==> src/rtl/seq_divider_unit.sv <==
// Sequential restoring divider: one quotient bit per cycle, signed or unsigned operands,
// results in truncate-toward-zero form with a divide-by-zero flag.
module seq_divider_unit #(
  parameter int unsigned WIDTH = 32
) (
  input  logic             clk_i,
  input  logic             rst_ni,
  input  logic             start_i,
  input  logic             is_signed_i,
  input  logic [WIDTH-1:0] dividend_i,
  input  logic [WIDTH-1:0] divisor_i,
  output logic             busy_o,
  output logic             done_o,
  output logic [WIDTH-1:0] quotient_o,
  output logic [WIDTH-1:0] remainder_o,
  output logic             div_by_zero_o
);

  localparam int unsigned CntW = $clog2(WIDTH + 1);

  typedef enum logic [1:0] {StIdle, StIter, StFix, StDone} state_e;

  state_e            state_q, state_d;
  logic [CntW-1:0]   cnt_q, cnt_d;
  logic [WIDTH-1:0]  dvd_q, dvd_d;  // dividend shifts out as quotient bits shift in
  logic [WIDTH-1:0]  rem_q, rem_d;
  logic [WIDTH-1:0]  dvs_q, dvs_d;
  logic              neg_quo_q, neg_quo_d;
  logic              neg_rem_q, neg_rem_d;
  logic [WIDTH-1:0]  quo_q, quo_d;
  logic [WIDTH-1:0]  rmd_q, rmd_d;
  logic              dbz_q, dbz_d;

  logic              dvd_neg, dvs_neg;
  logic [WIDTH-1:0]  dvd_abs, dvs_abs;
  logic [WIDTH:0]    shifted;
  logic              fits;

  always_comb begin
    dvd_neg = is_signed_i & dividend_i[WIDTH-1];
    dvs_neg = is_signed_i & divisor_i[WIDTH-1];
    dvd_abs = dvd_neg ? -dividend_i : dividend_i;
    dvs_abs = dvs_neg ? -divisor_i : divisor_i;
    shifted = {rem_q, dvd_q[WIDTH-1]};
    fits    = (shifted >= {1'b0, dvs_q});
  end

  always_comb begin
    state_d   = state_q;
    cnt_d     = cnt_q;
    dvd_d     = dvd_q;
    rem_d     = rem_q;
    dvs_d     = dvs_q;
    neg_quo_d = neg_quo_q;
    neg_rem_d = neg_rem_q;
    quo_d     = quo_q;
    rmd_d     = rmd_q;
    dbz_d     = dbz_q;
    unique case (state_q)
      StIdle: begin
        if (start_i) begin
          if (divisor_i == '0) begin
            quo_d   = '1;
            rmd_d   = dividend_i;
            dbz_d   = 1'b1;
            state_d = StDone;
          end else begin
            dvd_d     = dvd_abs;
            dvs_d     = dvs_abs;
            rem_d     = '0;
            cnt_d     = CntW'(WIDTH);
            neg_quo_d = dvd_neg ^ dvs_neg;
            neg_rem_d = dvd_neg;
            state_d   = StIter;
          end
        end
      end
      StIter: begin
        if (fits) begin
          rem_d = WIDTH'(shifted - {1'b0, dvs_q});
          dvd_d = {dvd_q[WIDTH-2:0], 1'b1};
        end else begin
          rem_d = shifted[WIDTH-1:0];
          dvd_d = {dvd_q[WIDTH-2:0], 1'b0};
        end
        cnt_d = cnt_q - CntW'(1);
        if (cnt_q == CntW'(1)) state_d = StFix;
      end
      StFix: begin
        // Most-negative / -1 falls out naturally: |q| = 2^(WIDTH-1) reads as most-negative.
        quo_d   = neg_quo_q ? -dvd_q : dvd_q;
        rmd_d   = neg_rem_q ? -rem_q : rem_q;
        dbz_d   = 1'b0;
        state_d = StDone;
      end
      StDone: state_d = StIdle;
      default: state_d = StIdle;
    endcase
  end

  always_ff @(posedge clk_i or negedge rst_ni) begin
    if (!rst_ni) begin
      state_q   <= StIdle;
      cnt_q     <= '0;
      dvd_q     <= '0;
      rem_q     <= '0;
      dvs_q     <= '0;
      neg_quo_q <= 1'b0;
      neg_rem_q <= 1'b0;
      quo_q     <= '0;
      rmd_q     <= '0;
      dbz_q     <= 1'b0;
    end else begin
      state_q   <= state_d;
      cnt_q     <= cnt_d;
      dvd_q     <= dvd_d;
      rem_q     <= rem_d;
      dvs_q     <= dvs_d;
      neg_quo_q <= neg_quo_d;
      neg_rem_q <= neg_rem_d;
      quo_q     <= quo_d;
      rmd_q     <= rmd_d;
      dbz_q     <= dbz_d;
    end
  end

  assign busy_o        = (state_q != StIdle);
  assign done_o        = (state_q == StDone);
  assign quotient_o    = quo_q;
  assign remainder_o   = rmd_q;
  assign div_by_zero_o = dbz_q;

endmodule

==> config.mk <==
export PLATFORM = sky130hd
export DESIGN_NAME = seq_divider_unit
export DESIGN_NICKNAME = d
export VERILOG_FILES = /design/src/rtl/seq_divider_unit.sv
export SDC_FILE = /design/constraint.sdc
export NUM_CORES = 1
export LEC_CHECK = 0
export BUFFER_PORTS_ARGS = -buffer_cell sky130_fd_sc_hd__buf_2
export CELL_PAD_IN_SITES_DETAIL_PLACEMENT = 2
export CELL_PAD_IN_SITES_GLOBAL_PLACEMENT = 2
export CORE_ASPECT_RATIO = 0.6
export CORE_MARGIN = 2
export CORE_UTILIZATION = 32
export CTS_BUF_LIST = sky130_fd_sc_hd__clkbuf_16
export DETAILED_ROUTE_END_ITERATION = 7
export GPL_TIMING_DRIVEN = 0
export PLACE_DENSITY_LB_ADDON = 0.1
export SKIP_LAST_GASP = 1
export SYNTH_ARGS = -nofsm -noshare
export SYNTH_HDL_FRONTEND = slang
export SYNTH_SLANG_ARGS = --single-unit
export TNS_END_PERCENT = 30
==> constraint.sdc <==
create_clock -name clk_i -period 3.2 [get_ports clk_i]
set_input_delay 0.64 -clock clk_i [delete_from_list [all_inputs] [get_ports clk_i]]
set_output_delay 0.64 -clock clk_i [all_outputs]
set_load 0.02 [all_outputs]
## Yosys cells after proc, flatten, opt, wreduce, memory -nomap -nowiden

Index checks and enable logic that the tools add are counted.

| storage, ports and cells | value |
|---|---|
| bits in writable memories | 0 |
| logic and storage cells | 66 |
| bits in registers | 171 |
| ROM bits | 0 |
| latch bits | 0 |
| output and inout bits | 67 |
| memories kept | 0 |

| operators by class | value |
|---|---|
| order comparisons | 1 |
| divide/modulo/power cells | 0 |
| reductions and logical operators | 9 |
| shift-type cells | 0 |
| $mul | 0 |
| bitwise operators | 4 |
| add/sub/neg operators | 6 |
| equality and inequality tests | 8 |
| multiplexer cells | 28 |

Operators with widths:

| cell | number |
|---|---|
| $mux W32 | 13 |
| $pmux W32 S2 | 4 |
| $neg A32 Y32 | 4 |
| $ge A33 B32 Y1 | 1 |
| $logic_not A32 Y1 | 1 |
| $sub A32 B32 Y32 | 1 |
| $mux W6 | 2 |
| $pmux W6 S2 | 1 |
| $reduce_and A3 Y1 | 3 |
| $ne A2 B2 Y1 const B | 4 |
| $pmux W2 S4 | 1 |
| $eq A6 B1 Y1 const B | 1 |
| $mux W2 | 3 |
| $reduce_bool A2 Y1 | 3 |
| $sub A6 B1 Y6 const B | 1 |
| $eq A2 B2 Y1 const B | 2 |
| $mux W1 | 3 |
| $and A1 B1 Y1 | 2 |
| $eq A2 B1 Y1 const B | 1 |
| $logic_not A2 Y1 | 1 |
| $pmux W1 S2 | 1 |
| $reduce_and A2 Y1 | 1 |
| $not A1 Y1 | 1 |
| $xor A1 B1 Y1 | 1 |

## Logic depth before layout (Yosys ltp)

| depth | value |
|---|---|
| depth after elaboration | 5 |
| gate-level depth with buffers | 13 |

## Worst setup path before layout

No wires, ideal clock.

| timing | value |
|---|---|
| path type | in2reg |
| start point | input port divisor_i[17] |
| end point | register dvd_q[26] |
| stages | 8 |
| setup slack | 0.191 ns |
| buffers on the path | 2 |
| library setup time | 0.142 ns |
| arrival time | 2.866 ns |
| path through | or4_1 -> nor3_1 -> and4_1 -> a21oi_1 -> a21oi_2 -> clkbuf_1 -> buf_1 -> o221ai_1 |

| on the way | value |
|---|---|
| word-level cells in the longest chain between the ends | 3 |

RTL lines:

| what | RTL line | source |
|---|---|---|
| start: declaration | 11 | `input logic [WIDTH-1:0] divisor_i,` |
| $logic_not A32 Y1 | 62 | `if (divisor_i == '0) begin` |
| $ne A2 B2 Y1 (no line) | - |  |
| $reduce_and A3 Y1 (no line) | - |  |
| end signal: assignment | 116 | `dvd_q <= dvd_d;` |
| end: declaration | 25 | `logic [WIDTH-1:0] dvd_q, dvd_d;` |

No other way between the ends.
A chain may end at the register's enable or synchronous reset.

## Final worst setup path

| timing | value |
|---|---|
| start point | register rem_q[5] |
| end point | register rmd_q[28] (netlist: remainder_o[28]) |

| on the way | value |
|---|---|
| word-level cells in the longest chain between the ends | 3 |

RTL lines:

| what | RTL line | source |
|---|---|---|
| start: declaration | 26 | `logic [WIDTH-1:0] rem_q, rem_d;` |
| start signal: assignment | 117 | `rem_q <= rem_d;` |
| $neg A32 Y32 | 92 | `rmd_d = neg_rem_q ? -rem_q : rem_q;` |
| $mux W32 | 92 |  |
| $pmux W32 S2 | 59 | `unique case (state_q)` |
| end signal: assignment | 122 | `rmd_q <= rmd_d;` |
| end: declaration | 31 | `logic [WIDTH-1:0] rmd_q, rmd_d;` |

No other way between the ends.

==> run_results.csv <==
group,metric,value,unit
sta,max_freq,307,MHz
setup_path,cpMaxStageDelayCell,"or4_4",
place,dpl.hpwl,36.3,mm
cells_and_area,design_area,13700,um^2
grt,antenna_found_initial,0,
routing,drcViolationCount,0,
logic_synthesis,synth_edf_count,0,
cells_and_area,final_nets,1623,
place,placed_area,12600,um^2
routing,final_antenna_net_count,0,
clock_network,ctsHoldBuffers,0,
sta,finalCritPeriodShare,1.02,
grt,grt_max_degree,112,
logic_synthesis,synth.avg_cell_area,8.42,um^2
logic_synthesis,ys.flop_type,"dfrtp_1",
die,start_util,0.325,
clock_network,cts_buffer_depth,2,
grt,gr-total-overflow,0,
grt,grt_pass1_wl,70.8,mm
routing,drtIter0Drc,759,
die,num_rows,53,
pwr,powerDensity,970,nW/um^2
setup_path,crit_type,"flop to flop",
routing,vias,11000,
die,core,34900,um^2
grt,first_global_vias,11500,
setup_path,critical_path_arrival,3.59,ns
pwr,p_leak,5.94,nW
logic_synthesis,async_flop_share,1.00,
flow_run,drv_cap,0,
routing,dr.pass1.iters,5,
die,die_w,247,um
cells_and_area,area_delta_synth_final,21.1,%
setup_path,worst_ep_required_time,3.53,ns
setup_path,crit_start,"rem_q[5]$_DFFE_PN0P_",
sta,hold_viol_final,0,
routing,vias_per_cell,5.51,
sta,slew_violations,0,
sta,worstMarginPinSlew,1.41,ns
clock_network,htreeDepth,4,
sta,finalCriticalPeriod,3.26,ns
min_path,hold_path_class,"input pin to async pin",
logic_synthesis,ys_seq_elements,171,
cells_and_area,fill_cells,3975,
cells_and_area,layout-drive-gt1-share,0.174,
clock_network,cts_made_buffers,17,
routing,postRouteWirelength,46.4,mm
cells_and_area,seqCellArea,4290,um^2
setup_path,worstPathCellList,"or4_4, nand4b_4, or4_4, or3_4, or4_4, o31ai_4, xnor2_2, mux2i_1, o21ai_1",
sta,hold_slack,0.0819,ns
logic_synthesis,syn_area,11300,um^2
routing,wire_per_inst,23.3,um
die,io_pins,135,
setup_path,rr_startpoint,"rem_q[5]$_DFFE_PN0P_",
place,gp_congestion,0.853,
grt,grtUsageTotal,0.254,
die,dieArea,37000,um^2
cells_and_area,mostFrequentLayoutCell,"dfrtp_1",
status,outcome,"complete, but fails checks",
clock_network,cts_sinks,171,
setup_path,crit_path_end_kind,"flop",
logic_synthesis,syn_inst,1347,
pwr,peakVddDrop,0.000528,V
status,violations,"negative setup slack",
clock_network,cts_root_buf,"clkbuf_16",
sta,setup_ws,-0.0599,ns
setup_path,start_kind,"flop",
logic_synthesis,ys.warnings.count,0,
die,die_h,150,um
clock_network,cts_tree,"built",
logic_synthesis,synth_nets,1459,
setup_path,crit_top_cell,"or4_4",
sta,rsz0062_at_grt,"yes",
setup_path,path_buf_inv,0,
clock_network,path_clk_slew,0.07,ns
setup_path,cp_max_fo,5,
setup_path,max_stage_delay,0.59,ns
cells_and_area,multi_input_area,6920,um^2
setup_path,cp_top_family,"simple AND/OR/NAND/NOR gates",
sta,relSlewSlack,0.0503,
logic_synthesis,synth.distinct_cells,64,
cells_and_area,final_cell_mix,"dfrtp_1, nand2_1, buf_2, nor2_1, o21ai_0",
cells_and_area,antenna_cells,0,
sta,setup_viol,14,
clock_network,clock_latency,0.46,ns
place,portBuffers,134,
sta,skew,0.00987,ns
logic_synthesis,seq_area_frac_synth,0.377,
[routing by layer]
layer	GRT usage	vias up	part of all wire
met5	0	-	0
met4	0.0470	0	0.0078
met3	0.0348	23	0.033
met2	0.361	171	0.42
met1	0.403	5691	0.54
li1	-	5088	-
[registers in the layout (all words and copies together) (netlist names), 2 cells and up]
register and flops:
dvd_q 32, quotient_o 32, dvs_q 32, rem_q 32
remainder_o 32, cnt_q 6, state_q 2
[metrics by stage]
stage                      util  TNS [ns]  power [W]  setup slack [ns]  cells
after CTS                 0.386    -0.734     0.0130            -0.124   1985
after floorplan               -         0    0.00797             0.191   1347
after detailed placement  0.362   -142.17     0.0105             -1.48   1949
after global placement    0.361   -405.55     0.0102             -1.65   1948
final                     0.393    -0.269     0.0133           -0.0599   1991
after global routing      0.393     -3.22     0.0142            -0.154   1991
[synth_stat cells, types with 2 or more instances]
library cell  count  area share
and2_1            8      0.0044
and4_1            2      0.0015
nor2b_1           7      0.0039
nor3b_1           3      0.0020
mux2i_1          27       0.024
o21ai_0         108       0.048
o31ai_1          23       0.015
ha_1             43       0.047
or3_1            14      0.0077
o21ai_1          51       0.022
o21a_1            4      0.0026
a211oi_1          2      0.0013
mux2_2            2      0.0020
a31o_2            2      0.0015
buf_1             3     0.00099
dfrtp_1         171        0.38
nand3_1          23       0.010
or4_4             4      0.0040
and3_1            5      0.0028
clkbuf_1         64       0.021
o41ai_1          10      0.0077
o211ai_1          5      0.0033
a31oi_1          38       0.021
buf_2             4      0.0018
nand2_1         158       0.052
nand4_1           7      0.0039
xor2_1           86       0.066
nand3b_1          3      0.0020
a21boi_0          3      0.0020
xnor2_1          63       0.049
nor3_1           23       0.010
or4_1            10      0.0066
nand2b_1          8      0.0044
nor4_1            9      0.0050
a22oi_1          13      0.0086
nor4_2            2      0.0022
a21o_1           18       0.012
nor2_1          131       0.043
o21bai_1          2      0.0013
a221o_1          24       0.021
a21oi_1          85       0.037
inv_1            57       0.019
[path summary, 6_finish.rpt]
check                                               to  slack [ns]  cells past startpoint
max reg2reg                remainder_o[28]$_DFFE_PN0P_       -0.06                      9
min                          quotient_o[5]$_DFFE_PN0P_        0.08                      1
max in group asynchronous         rem_q[0]$_DFFE_PN0P_        2.03                      2
min in group clk_i                dvs_q[0]$_DFFE_PN0P_        0.47                      2
max                        remainder_o[28]$_DFFE_PN0P_       -0.06                      9
min reg2reg                  div_by_zero_o$_DFFE_PN0P_        0.48                      1
[what timing repair did]
action	CTS	global route
pin swaps	6	11
hold endpoints to repair	0	0
buffers inserted	7	7
setup endpoints to repair	160	126
resized for setup	57	57
[report_power, final]
part	total [W]	internal (W)	switching, W	leakage (nW)
sequential	0.00363	0.00293	0.000700	2.07
combinational	0.00750	0.00268	0.00482	3.58
clock	0.00220	0.00121	0.000984	0.291
total	0.0133	0.00682	0.00650	5.94
[final cells by class]
| class | count | area share |
|---|---|---|
| multi-input cells | 1047 | 0.504 |
| flip-flops and latches | 171 | 0.312 |
| repair buffers | 149 | 0.0601 |
| well taps | 467 | 0.0425 |
| clock buffers | 17 | 0.0310 |
| plain buffers | 67 | 0.0226 |
| inverters | 58 | 0.0162 |
| clock inverters | 15 | 0.0117 |
[logic make-up after synthesis]
group / Yosys count / synth area share
AND/OR/NAND/NOR: 423 / 0.172
AO/OA/AOI/OAI: 402 / 0.217
flip-flops: 171 / 0.377
XOR/XNOR: 149 / 0.115
buffers and inverters: 129 / 0.0431
adder cells (fa/ha/maj): 44 / 0.0492
multiplexers: 29 / 0.0258
Power figures use the tool's default switching activity.
